### config.mk
export PLATFORM = sky130hd
export DESIGN_NAME = spi_frame_ctrl
export DESIGN_NICKNAME = d
export VERILOG_FILES = /design/src/rtl/spi_frame_ctrl.sv
export SDC_FILE = /design/constraint.sdc
export NUM_CORES = 1
export LEC_CHECK = 0
export BUFFER_PORTS_ARGS = -buffer_cell sky130_fd_sc_hd__buf_2
export CAP_MARGIN = 20
export CORE_MARGIN = 2
export CORE_UTILIZATION = 56
export CTS_BUF_LIST = sky130_fd_sc_hd__clkbuf_4 sky130_fd_sc_hd__clkbuf_8
export DETAILED_ROUTE_END_ITERATION = 7
export PLACE_DENSITY_LB_ADDON = 0.15
export SYNTH_ARGS = -nofsm -noshare
export SYNTH_HDL_FRONTEND = slang
export SYNTH_SLANG_ARGS = --single-unit
### constraint.sdc
create_clock -name i_Clk -period 7.65 [get_ports i_Clk]
set_clock_uncertainty 0.1 [all_clocks]
set_input_delay 0.765 -clock i_Clk [delete_from_list [all_inputs] [get_ports i_Clk]]
set_output_delay 0.765 -clock i_Clk [all_outputs]
set_load 0.005 [all_outputs]
### src/rtl/spi_frame_ctrl.sv
// ============================================================================
// spi_frame_ctrl : SPI frame capture, opcode decode, command FIFO, status byte
// Rev 1.0
// ============================================================================
`default_nettype none

module spi_frame_ctrl #(
  parameter int DEPTH = 8,
  parameter int AW    = $clog2(DEPTH)
) (
  input  logic        i_Clk,
  input  logic        i_Rst_L,
  input  logic        i_RX_DV,
  input  logic [63:0] i_RX_64Bit,
  output logic        o_TX_DV,
  output logic [7:0]  o_TX_Byte,
  output logic        o_Cmd_Valid,
  input  logic        i_Cmd_Ready,
  output logic [7:0]  o_Cmd_Addr,
  output logic [47:0] o_Cmd_Data,
  output logic [7:0]  o_Err_Count
);

  typedef enum logic [1:0] {
    S_IDLE   = 2'd0,
    S_DECODE = 2'd1,
    S_STATUS = 2'd2
  } state_t;

  localparam logic [7:0]  c_OP_WRITE  = 8'h01;
  localparam logic [7:0]  c_OP_FLUSH  = 8'h02;
  localparam logic [7:0]  c_OP_STATUS = 8'h03;
  localparam logic [7:0]  c_OP_CLEAR  = 8'h04;
  localparam logic [AW:0] c_FULL      = (AW+1)'(DEPTH);

  state_t         r_state, w_state_nxt;
  logic [63:0]    r_frame;
  logic [55:0]    r_mem [DEPTH];
  logic [AW-1:0]  r_wr_ptr, r_rd_ptr;
  logic [AW:0]    r_count, w_count_nxt;
  logic           r_ovf, r_err, w_ovf_nxt, w_err_nxt;
  logic [7:0]     r_err_cnt, w_err_cnt_nxt;
  logic [8:0]     w_ecnt_sum;
  logic           r_tx_dv;
  logic [7:0]     r_tx_byte, w_status;
  logic [4:0]     w_cnt_wide;
  logic [55:0]    w_head;
  logic [7:0]     w_op;
  logic           w_is_dec, w_full, w_empty, w_pop, w_pop_eff, w_push, w_flush;
  logic           w_ovf_set, w_clear, w_bad, w_drop;

  assign w_op      = r_frame[63:56];
  assign w_is_dec  = (r_state == S_DECODE);
  assign w_full    = (r_count == c_FULL);
  assign w_empty   = (r_count == '0);
  assign w_pop     = !w_empty && i_Cmd_Ready;
  assign w_flush   = w_is_dec && (w_op == c_OP_FLUSH);
  assign w_pop_eff = w_pop && !w_flush;
  // Fullness is judged before any same-cycle pop, so a pop never makes room.
  assign w_push    = w_is_dec && (w_op == c_OP_WRITE) && !w_full;
  assign w_ovf_set = w_is_dec && (w_op == c_OP_WRITE) && w_full;
  assign w_clear   = w_is_dec && (w_op == c_OP_CLEAR);
  assign w_drop    = i_RX_DV && (r_state != S_IDLE);

  always_comb begin
    w_bad = 1'b0;
    if (w_is_dec) begin
      case (w_op)
        c_OP_WRITE, c_OP_FLUSH, c_OP_STATUS, c_OP_CLEAR: w_bad = 1'b0;
        default:                                         w_bad = 1'b1;
      endcase
    end
  end

  always_comb begin
    w_state_nxt = r_state;
    case (r_state)
      S_IDLE:   if (i_RX_DV) w_state_nxt = S_DECODE;
      S_DECODE: w_state_nxt = S_STATUS;
      S_STATUS: w_state_nxt = S_IDLE;
      default:  w_state_nxt = S_IDLE;
    endcase
  end

  always_comb begin
    w_count_nxt = r_count;
    if (w_flush)                 w_count_nxt = '0;
    else if (w_push && !w_pop_eff) w_count_nxt = r_count + (AW+1)'(1);
    else if (!w_push && w_pop_eff) w_count_nxt = r_count - (AW+1)'(1);
  end

  // A drop landing in the CLEAR cycle is counted after the clear.
  assign w_ovf_nxt     = w_clear ? 1'b0 : (r_ovf | w_ovf_set);
  assign w_err_nxt     = (w_clear ? 1'b0 : (r_err | w_bad)) | w_drop;
  assign w_ecnt_sum    = {1'b0, (w_clear ? 8'd0 : r_err_cnt)} + {8'd0, w_bad} + {8'd0, w_drop};
  assign w_err_cnt_nxt = w_ecnt_sum[8] ? 8'hFF : w_ecnt_sum[7:0];

  assign w_cnt_wide = 5'(w_count_nxt);
  assign w_status   = {w_ovf_nxt, w_err_nxt, (w_count_nxt == '0), (w_count_nxt == c_FULL),
                       (w_cnt_wide[4] ? 4'hF : w_cnt_wide[3:0])};

  always_ff @(posedge i_Clk or negedge i_Rst_L) begin
    if (!i_Rst_L) begin
      r_state   <= S_IDLE;
      r_frame   <= '0;
      r_wr_ptr  <= '0;
      r_rd_ptr  <= '0;
      r_count   <= '0;
      r_ovf     <= 1'b0;
      r_err     <= 1'b0;
      r_err_cnt <= '0;
      r_tx_dv   <= 1'b0;
      r_tx_byte <= 8'h20;
    end else begin
      r_state   <= w_state_nxt;
      if ((r_state == S_IDLE) && i_RX_DV) r_frame <= i_RX_64Bit;
      if (w_flush) begin
        r_wr_ptr <= '0;
        r_rd_ptr <= '0;
      end else begin
        if (w_push)    r_wr_ptr <= r_wr_ptr + AW'(1);
        if (w_pop_eff) r_rd_ptr <= r_rd_ptr + AW'(1);
      end
      r_count   <= w_count_nxt;
      r_ovf     <= w_ovf_nxt;
      r_err     <= w_err_nxt;
      r_err_cnt <= w_err_cnt_nxt;
      r_tx_dv   <= (r_state == S_STATUS);
      if (r_state == S_STATUS) r_tx_byte <= w_status;
    end
  end

  always_ff @(posedge i_Clk) begin
    if (w_push) r_mem[r_wr_ptr] <= r_frame[55:0];
  end

  assign w_head      = r_mem[r_rd_ptr];
  assign o_Cmd_Valid = !w_empty;
  assign o_Cmd_Addr  = w_empty ? 8'd0  : w_head[55:48];
  assign o_Cmd_Data  = w_empty ? 48'd0 : w_head[47:0];
  assign o_TX_DV     = r_tx_dv;
  assign o_TX_Byte   = r_tx_byte;
  assign o_Err_Count = r_err_cnt;

endmodule

`default_nettype wire

==> results.tsv, run 1 <==
stage	metric	value	unit
final_layout	layout_common_cells	edfxtp_1 (448), buf_2 (140), mux4_2 (112)	
sta	holdWs	267.5	ps
final_layout	layout_commonest_cell	edfxtp_1	
synthesis	synth_cell_types	53	
critical_path	worstPathArrival	3350	ps
sta	setup_viol	0	
route	avgRoutedWirePerCell	23.67	um
critical_path	required	6780	ps
clock_tree	clkSinkCount	543	
route	routed_wl	41940	um
floorplanning	chipWidth	197.8	um
route	dr_wl_met2	20690	um
final_layout	areaGrowthSynthToFinish	14.93	%
floorplanning	core	0.03679	mm2
floorplanning	chipHeight	197.8	um
grt	grt_pass1_wl	64880	um
floorplanning	start_util	0.5715	
power	cellPowerDensity	344.2	mW/mm2
final_layout	fin_nets	1307	
power	p_leak	8.585	nW
floorplanning	ioPinCount	142	
route	post-route-drc-count	0	
route	drt_iter0_drc	729	
synthesis	syn-mean-instance-area	20.33	um2
route	routed_via_density	5.858	
grt	grt_util_all_layers	0.2259	
clock_tree	cts_tree	done	
route	drt_pre_antenna_iters	7	
final_layout	drive_gt1_frac	0.3929	
placement	portBuffers	141	
route	highest_layer	met5	
synthesis	ys_seq_area_frac	0.7531	
synthesis	yosysWarnings	0	
grt	grt_pass1_vias	11160	
critical_path	startpoint	r_rd_ptr[1]	
clock_tree	clockRootBuffer	clkbuf_8	
placement	globalplace.congestion	0.8022	
sta	hold_viol	0	
synthesis	yosysTopAreaCellShare	0.6399	
run	maxCapViolations	0	
synthesis	async_reset_ff_frac	0.1750	
route	ant_nets	0	
sta	slew_viol_final	0	
grt	grt_max_degree	79	
critical_path	cp-endpoint	o_Cmd_Data[20]	
status	outcome	completed	
grt	antenna_found_initial	2	
critical_path	r2r_cells	11	
synthesis	synth_area_leaders	edfxtp_1 (64%), mux4_2 (12%), dfrtp_1 (11%)	
sta	rsz0062_at_grt	no	
sta	finalCritPeriodShare	0.5515	
route	met1Wirelength	17900	um
critical_path	endpoint_kind	primary output	
synthesis	synth_nets	1108	
route	num_vias	10380	
clock_tree	clock_latency	620	ps
clock_tree	h-tree-depth	3	
synthesis	syn-cell-area	0.02102	mm2
floorplanning	num_rows	70	
power	peakVddDrop	0.2346	mV
clock_tree	cts.reportedPaths.clkPinSlew	60	ps
critical_path	worstSetupPathType	reg -> out	
sta	slew_headroom	0.3384	
synthesis	yosysTopAreaCell	edfxtp_1	
grt	overflow	0	
synthesis	yosys_most_used_dff	edfxtp_1	
critical_path	regToRegSetupSlack	3830	ps
clock_tree	numCtsBuffers	84	
critical_path	r2r_end	o_TX_Byte[5]	
synthesis	synth_cells	1034	
clock_tree	post_cts_buffers	0	
sta	tightest_slew	967.4	ps
critical_path	worstPathMaxFanout	59	
placement	place_hpwl	22400	um
route	wl_met3	2411	um
synthesis	ys_ff_latch	543	
critical_path	startpoint_type	flip-flop	
synthesis	synth_edf_count	448	
sta	max_freq	237.0	MHz
floorplanning	die_area	0.03911	mm2
sta	fin_crit	4219	ps
critical_path	r2r_start	r_count[1]	
clock_tree	clock_path_buffers	3	
worst_hold_path	holdCritPathClass	in -> reg	
power	total_power	8.317	mW
## metrics by stage
stage | cells | TNS (ps) | utilization | area (um2) | setup WS, ps
after floorplan | 1034 | -23570 | - | 21020 | -216.1
after global placement | 1613 | 0 | 0.6077 | 22350 | 3850
after detailed placement | 1613 | 0 | 0.6077 | 22350 | 3739
after CTS | 1770 | 0 | 0.6560 | 24130 | 3324
after global routing | 1772 | 0 | 0.6568 | 24160 | 3234
final | 1772 | 0 | 0.6568 | 24160 | 3431
## registers in the layout (all words and copies together), names as in the netlist
name and flops:
o_Err_Count 8, o_TX_Byte 8, o_TX_DV 1, r_count 4, r_err 1, r_frame 64, r_mem 448, r_ovf 1
r_rd_ptr 3, r_state 2, r_wr_ptr 3
## critical path: stages, from the launching register on
cell and delay [ps]:
dfrtp_4 1020, buf_4 800, mux4_2 430, mux2i_1 140, nor2_1 100, buf_2 190
## where the power goes
part           internal, mW  switching, mW  total (mW)
Clock                  1.38           1.07        2.46
Sequential             3.52          0.422        3.94
Combinational          1.04          0.880        1.92
## logic make-up after synthesis
group / synth area share
buffers and inverters: 0.01143
and+or+nand+nor: 0.03565
xor gates and xnor gates: 0.003750
muxes: 0.1827
DFF: 0.7531
adders and majority gates: 0.003928
AOI/OAI and AO/OA: 0.009464
## area by class of cell
class                      instances  area, um2
clock buffer                     138       1674
timing repair buffer             164      915.9
antenna                            1      2.502
sequential                       543      15840
fill                            2518      12620
tap                              468      585.6
inverter                          10      37.54
clock inverter                    18      93.84
multi-input combinational        430       5009
## synth_stat cells, drive strengths merged, types with 6 or more instances
library cell,instances
a21oi,8
mux2i,56
mux2,67
edfxtp,448
nor2,74
nand2,24
buf,19
clkbuf,32
mux4,112
dfrtp,94
nor3,7
o21ai,10
inv,10
xor2,6
## how the worst min path moves through the flow
stage,slack (ps),end,depth (start not counted),start
final,270,r_frame[4],2,i_RX_64Bit[4]
after detailed placement,360,o_TX_Byte[5],2,o_TX_Byte[5]
after floorplan,350,o_TX_Byte[5],2,o_TX_Byte[5]
after global placement,360,o_TX_Byte[5],2,o_TX_Byte[5]
after global routing,230,r_frame[50],2,i_RX_64Bit[50]
after CTS,220,r_frame[53],2,i_RX_64Bit[53]
## layer usage
layer,vias to the layer above,global-route usage
met4,2,0.07630
met1,5438,0.3160
met5,-,0
met3,70,0.04667
met2,318,0.3615
li1,4553,-
## repair_timing
item / 4_1_cts / 5_1_grt
hold endpoints to repair: 12 / 0
gates resized for setup: 0 / 0
hold buffers: 1 / 0
Note: power is estimated with default switching activity, not from simulation.
==> run 2, diff against run 1 <==
- clock period: 7.65 -> 3.4 ns (I/O delays scaled with it)
==> run 2 against run 1 <==
  * Combinational power increased by 140%
  * Sequential share of layout area is 2.2 points lower
  * Die area stayed put
  * Register-to-register slack got worse by 3400 ps
  * Critical path depth rose by 2
  * Worst setup slack worse by 3200 ps
  * Design area up 3.5%
  * Highest routed layer is now met4
  * Count of clock-buffer cells in the layout shrank 12
  * Hold slack lost 230 ps
==> results.tsv, run 2 (synthesis gave the netlist of run 1 again) <==
stage	metric	value	unit	change
route	post-route-drc-count	0		unchanged
final_layout	layout_commonest_cell	edfxtp_1		
route	drt_iter0_drc	582		-20%
power	total_power	18.77	mW	+130%
placement	placedCellCount	1626		+0.81%
critical_path	regToRegSetupSlack	430	ps	-3400 ps
sta	slew_headroom	0.3943		+0.05589
clock_tree	h-tree-depth	3		unchanged
floorplanning	num_rows	70		unchanged
power	intPower	13.41	mW	+130%
critical_path	worstPathArrival	2710	ps	-640 ps
grt	overflow	0		unchanged
power	p_leak	8.920	nW	+3.9%
route	routed_via_density	5.685		-3.0%
power	switchingPower	5.366	mW	+130%
placement	place_hpwl	22850	um	+2.0%
final_layout	areaGrowthSynthToFinish	19.00	%	
placement	globalplace.congestion	0.7681		-4.3%
clock_tree	cts_tree	done		
route	num_vias	10480		+0.92%
grt	grt_max_degree	58		-27%
route	routed_wl	41310	um	-1.5%
power	p_comb_frac	0.247		+0.016
sta	finalCritPeriodShare	0.9259		
power	pwr-share-seq	0.465		-0.009
clock_tree	post_cts_buffers	0		unchanged
floorplanning	chipWidth	197.8	um	unchanged
clock_tree	postCtsHoldBufs	65		+64
clock_tree	ctsResizeCount	0		unchanged
final_layout	reg_top3	r_mem: 448 flops, r_frame: 64 flops		
floorplanning	chipHeight	197.8	um	unchanged
final_layout	ff_latch_area	0.01584	mm2	unchanged
clock_tree	numCtsBuffers	85		+1.2%
placement	pre_cts_slack	441.8	ps	-3298 ps
sta	fin_crit	3148	ps	
sta	holdWs	38.97	ps	-228.6 ps
clock_tree	cts.reportedPaths.clkPinSlew	60	ps	about the same
grt	grt_pass1_vias	11180		+0.19%
sta	tightest_slew	908.5	ps	-58.83 ps
power	peakVddDrop	0.5723	mV	+140%
clock_tree	clock_latency	620	ps	about the same
route	avgRoutedWirePerCell	22.41	um	-5.3%
final_layout	drive_gt1_frac	0.3760		-0.01694
floorplanning	start_util	0.5715		unchanged
run	maxCapViolations	0		unchanged
final_layout	n_fill_cell	2395		-4.9%
final_layout	fin_nets	1384		+5.9%
critical_path	r2r_cells	10		-1
placement	place_area	0.02266	mm2	+1.4%
power	cellPowerDensity	750.5	mW/mm2	+120%
clock_tree	clock_path_buffers	3		unchanged
route	drt_pre_antenna_iters	4		-3
worst_hold_path	holdCritPathClass	in -> reg		
grt	grt_util_all_layers	0.2205		-0.005372
critical_path	endpoint_kind	primary output		
final_layout	top_register	r_mem		
sta	rsz0062_at_grt	no		
floorplanning	die_area	0.03911	mm2	unchanged
critical_path	r2r_end	o_Err_Count[5]		
final_layout	final_cells	1843		+4.0%
critical_path	cp-endpoint	o_Cmd_Data[25]		
sta	finalSetupTns	0	ps	unchanged
status	outcome	completed		
sta	setup_viol	0		unchanged
critical_path	r2r_start	r_state[1]		
critical_path	startpoint_type	flip-flop		
clock_tree	clockRootBuffer	clkbuf_8		
sta	slew_viol_final	0		unchanged
final_layout	largest_register_ffs	448		unchanged
critical_path	startpoint	r_count[1]		
clock_tree	clkSinkCount	543		unchanged
sta	max_freq	317.6	MHz	
final_layout	layout_common_cells	edfxtp_1 (448), buf_2 (140), mux4_2 (112)		
sta	hold_viol	0		unchanged
critical_path	required	2960	ps	-3820 ps
sta	layout_setup_ws	251.8	ps	-3179 ps
grt	grt_pass1_wl	63910	um	-1.5%
final_layout	multi_input_area	0.005077	mm2	+1.4%
placement	portBuffers	141		unchanged
power	swShare	0.2858		about the same
final_layout	post-route-util	0.6801		+0.02326
critical_path	worstSetupPathType	reg -> out		
critical_path	worstPathMaxFanout	56		-5.1%
route	ant_nets	0		unchanged
final_layout	fin_area	0.02502	mm2	+3.5%
final_layout	n_antenna_cell	0		-1
power	pwr-share-clk	0.288		-0.008
floorplanning	ioPinCount	142		unchanged
floorplanning	core	0.03679	mm2	unchanged
grt	antenna_found_initial	0		-2
run 2: cell types whose count changed in the layout (fill, tap and decap cells not counted), sizes merged:
cell         delta
dlygate4sd3    +64
clkbuf         -12
clkinvlp        -1
clkinv          +8
buf            +12
bufinv          +1
diode           -1
run 2: power groups by stage:
| stage | clock network [mW] | logic, mW | registers, mW |
|---|---|---|---|
| 6_report | 5.41 | 4.64 | 8.72 |
| 5_1_grt | 5.85 | 5.07 | 8.82 |
| 4_1_cts | 5.56 | 4.74 | 8.73 |
| 3_5_place_dp | 0 | 4.67 | 8.85 |
| 3_3_place_gp | 0 | 4.63 | 8.82 |
| 2_1_floorplan | 0 | 3.30 | 8.39 |
run 2: area by class of cell:
type / count / share of cell area
Clock buffer: 126 / 0.06232
Clock inverter: 26 / 0.006002
Inverter: 10 / 0.001500
Multi-Input combinational cell: 430 / 0.2030
Sequential cell: 543 / 0.6333
Tap cell: 468 / 0.02341
Timing Repair Buffer: 240 / 0.07052
run 2: critical path, stage by stage, from the launching register on:
cell and delay, ps:
dfrtp_1 410, inv_1 110, ha_1 220, inv_1 120, nor3_4 130, buf_4 650, nor2_1 230, buf_2 190
run 2: layer usage:
| metal | wire length (um) | track usage | part of all wire |
|---|---|---|---|
| met2 | 20540 | 0.3619 | 0.50 |
| met4 | 648 | 0.05904 | 0.016 |
| met1 | 18090 | 0.3052 | 0.44 |
| met3 | 2027 | 0.04718 | 0.049 |
| met5 | 0 | 0 | 0 |
run 2: worst min path at each step:
stage | start | end | cells after the start
floorplan | i_Rst_L | o_Err_Count[0] | 0
global placement | o_TX_Byte[5] | o_TX_Byte[5] | 2
detailed placement | o_TX_Byte[5] | o_TX_Byte[5] | 2
CTS | i_RX_DV | r_err | 3
global route | i_RX_DV | r_err | 3
finish | i_RX_DV | r_err | 3
==> run 3, diff against run 2 <==
- CTS_BUF_LIST: sky130_fd_sc_hd__clkbuf_4 sky130_fd_sc_hd__clkbuf_8 -> sky130_fd_sc_hd__clkbuf_2
==> run 3 against run 2 <==
  * Utilization is 2.2 points higher
  * Register-to-register slack about the same
  * Routed wire length grew 7.1%
  * Critical endpoint is now o_Cmd_Data[37]
  * Largest power group unchanged
  * Sequential power down 1%
==> results.tsv, run 3 (synthesis gave the netlist of run 1 again) <==
stage	metric	value	unit	change
status	outcome	completed		
run	maxCapViolations	0		unchanged
route	ant_nets	0		unchanged
final_layout	final_cells	2046		+11%
power	swShare	0.3091		+0.02333
floorplanning	chipHeight	197.8	um	unchanged
final_layout	largest_register_ffs	448		unchanged
clock_tree	clockRootBuffer	clkbuf_2		
grt	overflow	0		unchanged
route	drt_iter0_drc	718		+23%
route	routed_via_density	5.566		-2.1%
clock_tree	clock_latency	1060	ps	+440 ps
floorplanning	core	0.03679	mm2	unchanged
power	p_leak	9.486	nW	+6.3%
clock_tree	clock_path_buffers	3		unchanged
power	switchingPower	5.684	mW	+5.9%
route	routed_wl	44230	um	+7.1%
worst_hold_path	holdCritPathClass	in -> reg		
grt	antenna_found_initial	1		+1
final_layout	areaGrowthSynthToFinish	22.80	%	
power	peakVddDrop	0.4314	mV	-25%
grt	grt_util_all_layers	0.2365		+0.01602
sta	rsz0062_at_grt	yes		
sta	setup_viol	0		unchanged
floorplanning	num_rows	70		unchanged
placement	globalplace.congestion	0.7681		unchanged
floorplanning	ioPinCount	142		unchanged
grt	grt_max_degree	57		-1.7%
power	cellPowerDensity	712.2	mW/mm2	-5.1%
clock_tree	clkSinkCount	543		unchanged
sta	slew_headroom	0.5747		+0.1804
power	total_power	18.39	mW	-2.1%
sta	slew_viol_final	0		unchanged
grt	grt_pass1_vias	12210		+9.2%
power	p_comb_frac	0.290		+0.043
grt	grt_pass1_wl	68070	um	+6.5%
sta	hold_viol	0		unchanged
sta	max_freq	306.3	MHz	-3.6%
final_layout	n_fill_cell	2380		-0.63%
final_layout	fin_nets	1543		+11%
floorplanning	start_util	0.5715		unchanged
route	post-route-drc-count	0		unchanged
route	num_vias	11390		+8.7%
final_layout	reg_top3	r_mem: 448 flops, r_frame: 64 flops		
clock_tree	cts.reportedPaths.clkPinSlew	110	ps	+50 ps
final_layout	layout_commonest_cell	edfxtp_1		
power	pwr-share-seq	0.467		+0.002
route	avgRoutedWirePerCell	21.62	um	-3.6%
critical_path	required	2960	ps	about the same
final_layout	layout_common_cells	edfxtp_1 (448), clkbuf_2 (202), dlygate4sd3_1 (160)		
clock_tree	numCtsBuffers	137		+61%
power	pwr-share-clk	0.242		-0.046
final_layout	drive_gt1_frac	0.3900		+0.01398
power	intPower	12.70	mW	-5.3%
route	drt_pre_antenna_iters	5		+1
sta	fin_crit	3265	ps	+117.1 ps
critical_path	endpoint_kind	primary output		
placement	place_hpwl	22850	um	unchanged
sta	finalCritPeriodShare	0.9604		+0.03443
sta	tightest_slew	638.0	ps	-270.6 ps
floorplanning	chipWidth	197.8	um	unchanged
placement	portBuffers	141		unchanged
sta	finalSetupTns	0	ps	unchanged
critical_path	worstSetupPathType	reg -> out		
placement	placedCellCount	1626		unchanged
clock_tree	cts_tree	done		
critical_path	worstPathMaxFanout	9		-84%
final_layout	top_register	r_mem		
critical_path	startpoint_type	flip-flop		
critical_path	worstPathArrival	2830	ps	+120 ps
floorplanning	die_area	0.03911	mm2	unchanged
clock_tree	h-tree-depth	4		+1
==> run 3: power by group through the flow <==
stage | clock (mW) | sequential, mW | combinational [mW]
2_1_floorplan | 0 | 8.39 | 3.30
3_3_place_gp | 0 | 8.82 | 4.63
3_5_place_dp | 0 | 8.85 | 4.67
4_1_cts | 4.58 | 8.58 | 5.33
5_1_grt | 4.95 | 8.68 | 5.79
6_report | 4.45 | 8.59 | 5.34
==> run 3: repair_timing <==
item	CTS	global route
setup endpoints to repair	56	54
cloned	1	0
buffers inserted	10	0
gates resized for setup	7	9
hold endpoints to repair	175	0
hold buffers	161	0
==> run 3: area by class of cell <==
type / instances / area [um2] / area share
flip-flops and latches: 543 / 15840 / 0.6137
multi-input cells: 430 / 5114 / 0.1981
repair buffers: 347 / 2929 / 0.1135
clock buffers: 202 / 1011 / 0.03916
well taps: 468 / 585.6 / 0.02268
clock inverters: 45 / 294.0 / 0.01139
inverters: 10 / 37.54 / 0.001454
diodes: 1 / 2.502 / 0.00009693
==> run 3: worst paths after layout <==
kind                       cells past startpoint        endpoint         start  slack, ps
setup reg to reg                              10  o_Err_Count[5]    r_state[1]        430
hold / removal                                 5     r_rd_ptr[1]   i_Cmd_Ready        210
hold reg to reg                                2    o_TX_Byte[5]  o_TX_Byte[5]        370
min in group asynchronous                      4     r_frame[22]       i_Rst_L        330
setup / recovery                               6  o_Cmd_Data[37]   r_rd_ptr[0]        130
max in group asynchronous                      4     r_rd_ptr[0]       i_Rst_L       2480
==> run 3: metal layers <==
metal / wire length [um] / track usage
met5: 0 / 0
met3: 2547 / 0.05502
met2: 22350 / 0.3963
met1: 18660 / 0.3128
met4: 665 / 0.07157
==> run 3: critical path: stages (launching register included) <==
cell and delay, ps:
dfrtp_4 430, buf_12 140, buf_4 230, mux4_2 520, mux2i_1 250, nor2_1 100
buf_2 150
==> run 3: metrics by stage <==
stage	hold slack (ps)	cell area, um2	util	worst slack, ps
floorplan	-55.59	21140	-	-327.7
global placement	360.6	22660	0.6159	488.0
detailed placement	358.7	22660	0.6159	441.8
CTS	50.30	25770	0.7005	3.140
global route	143.7	25820	0.7018	-56.17
finish	212.7	25820	0.7018	134.8
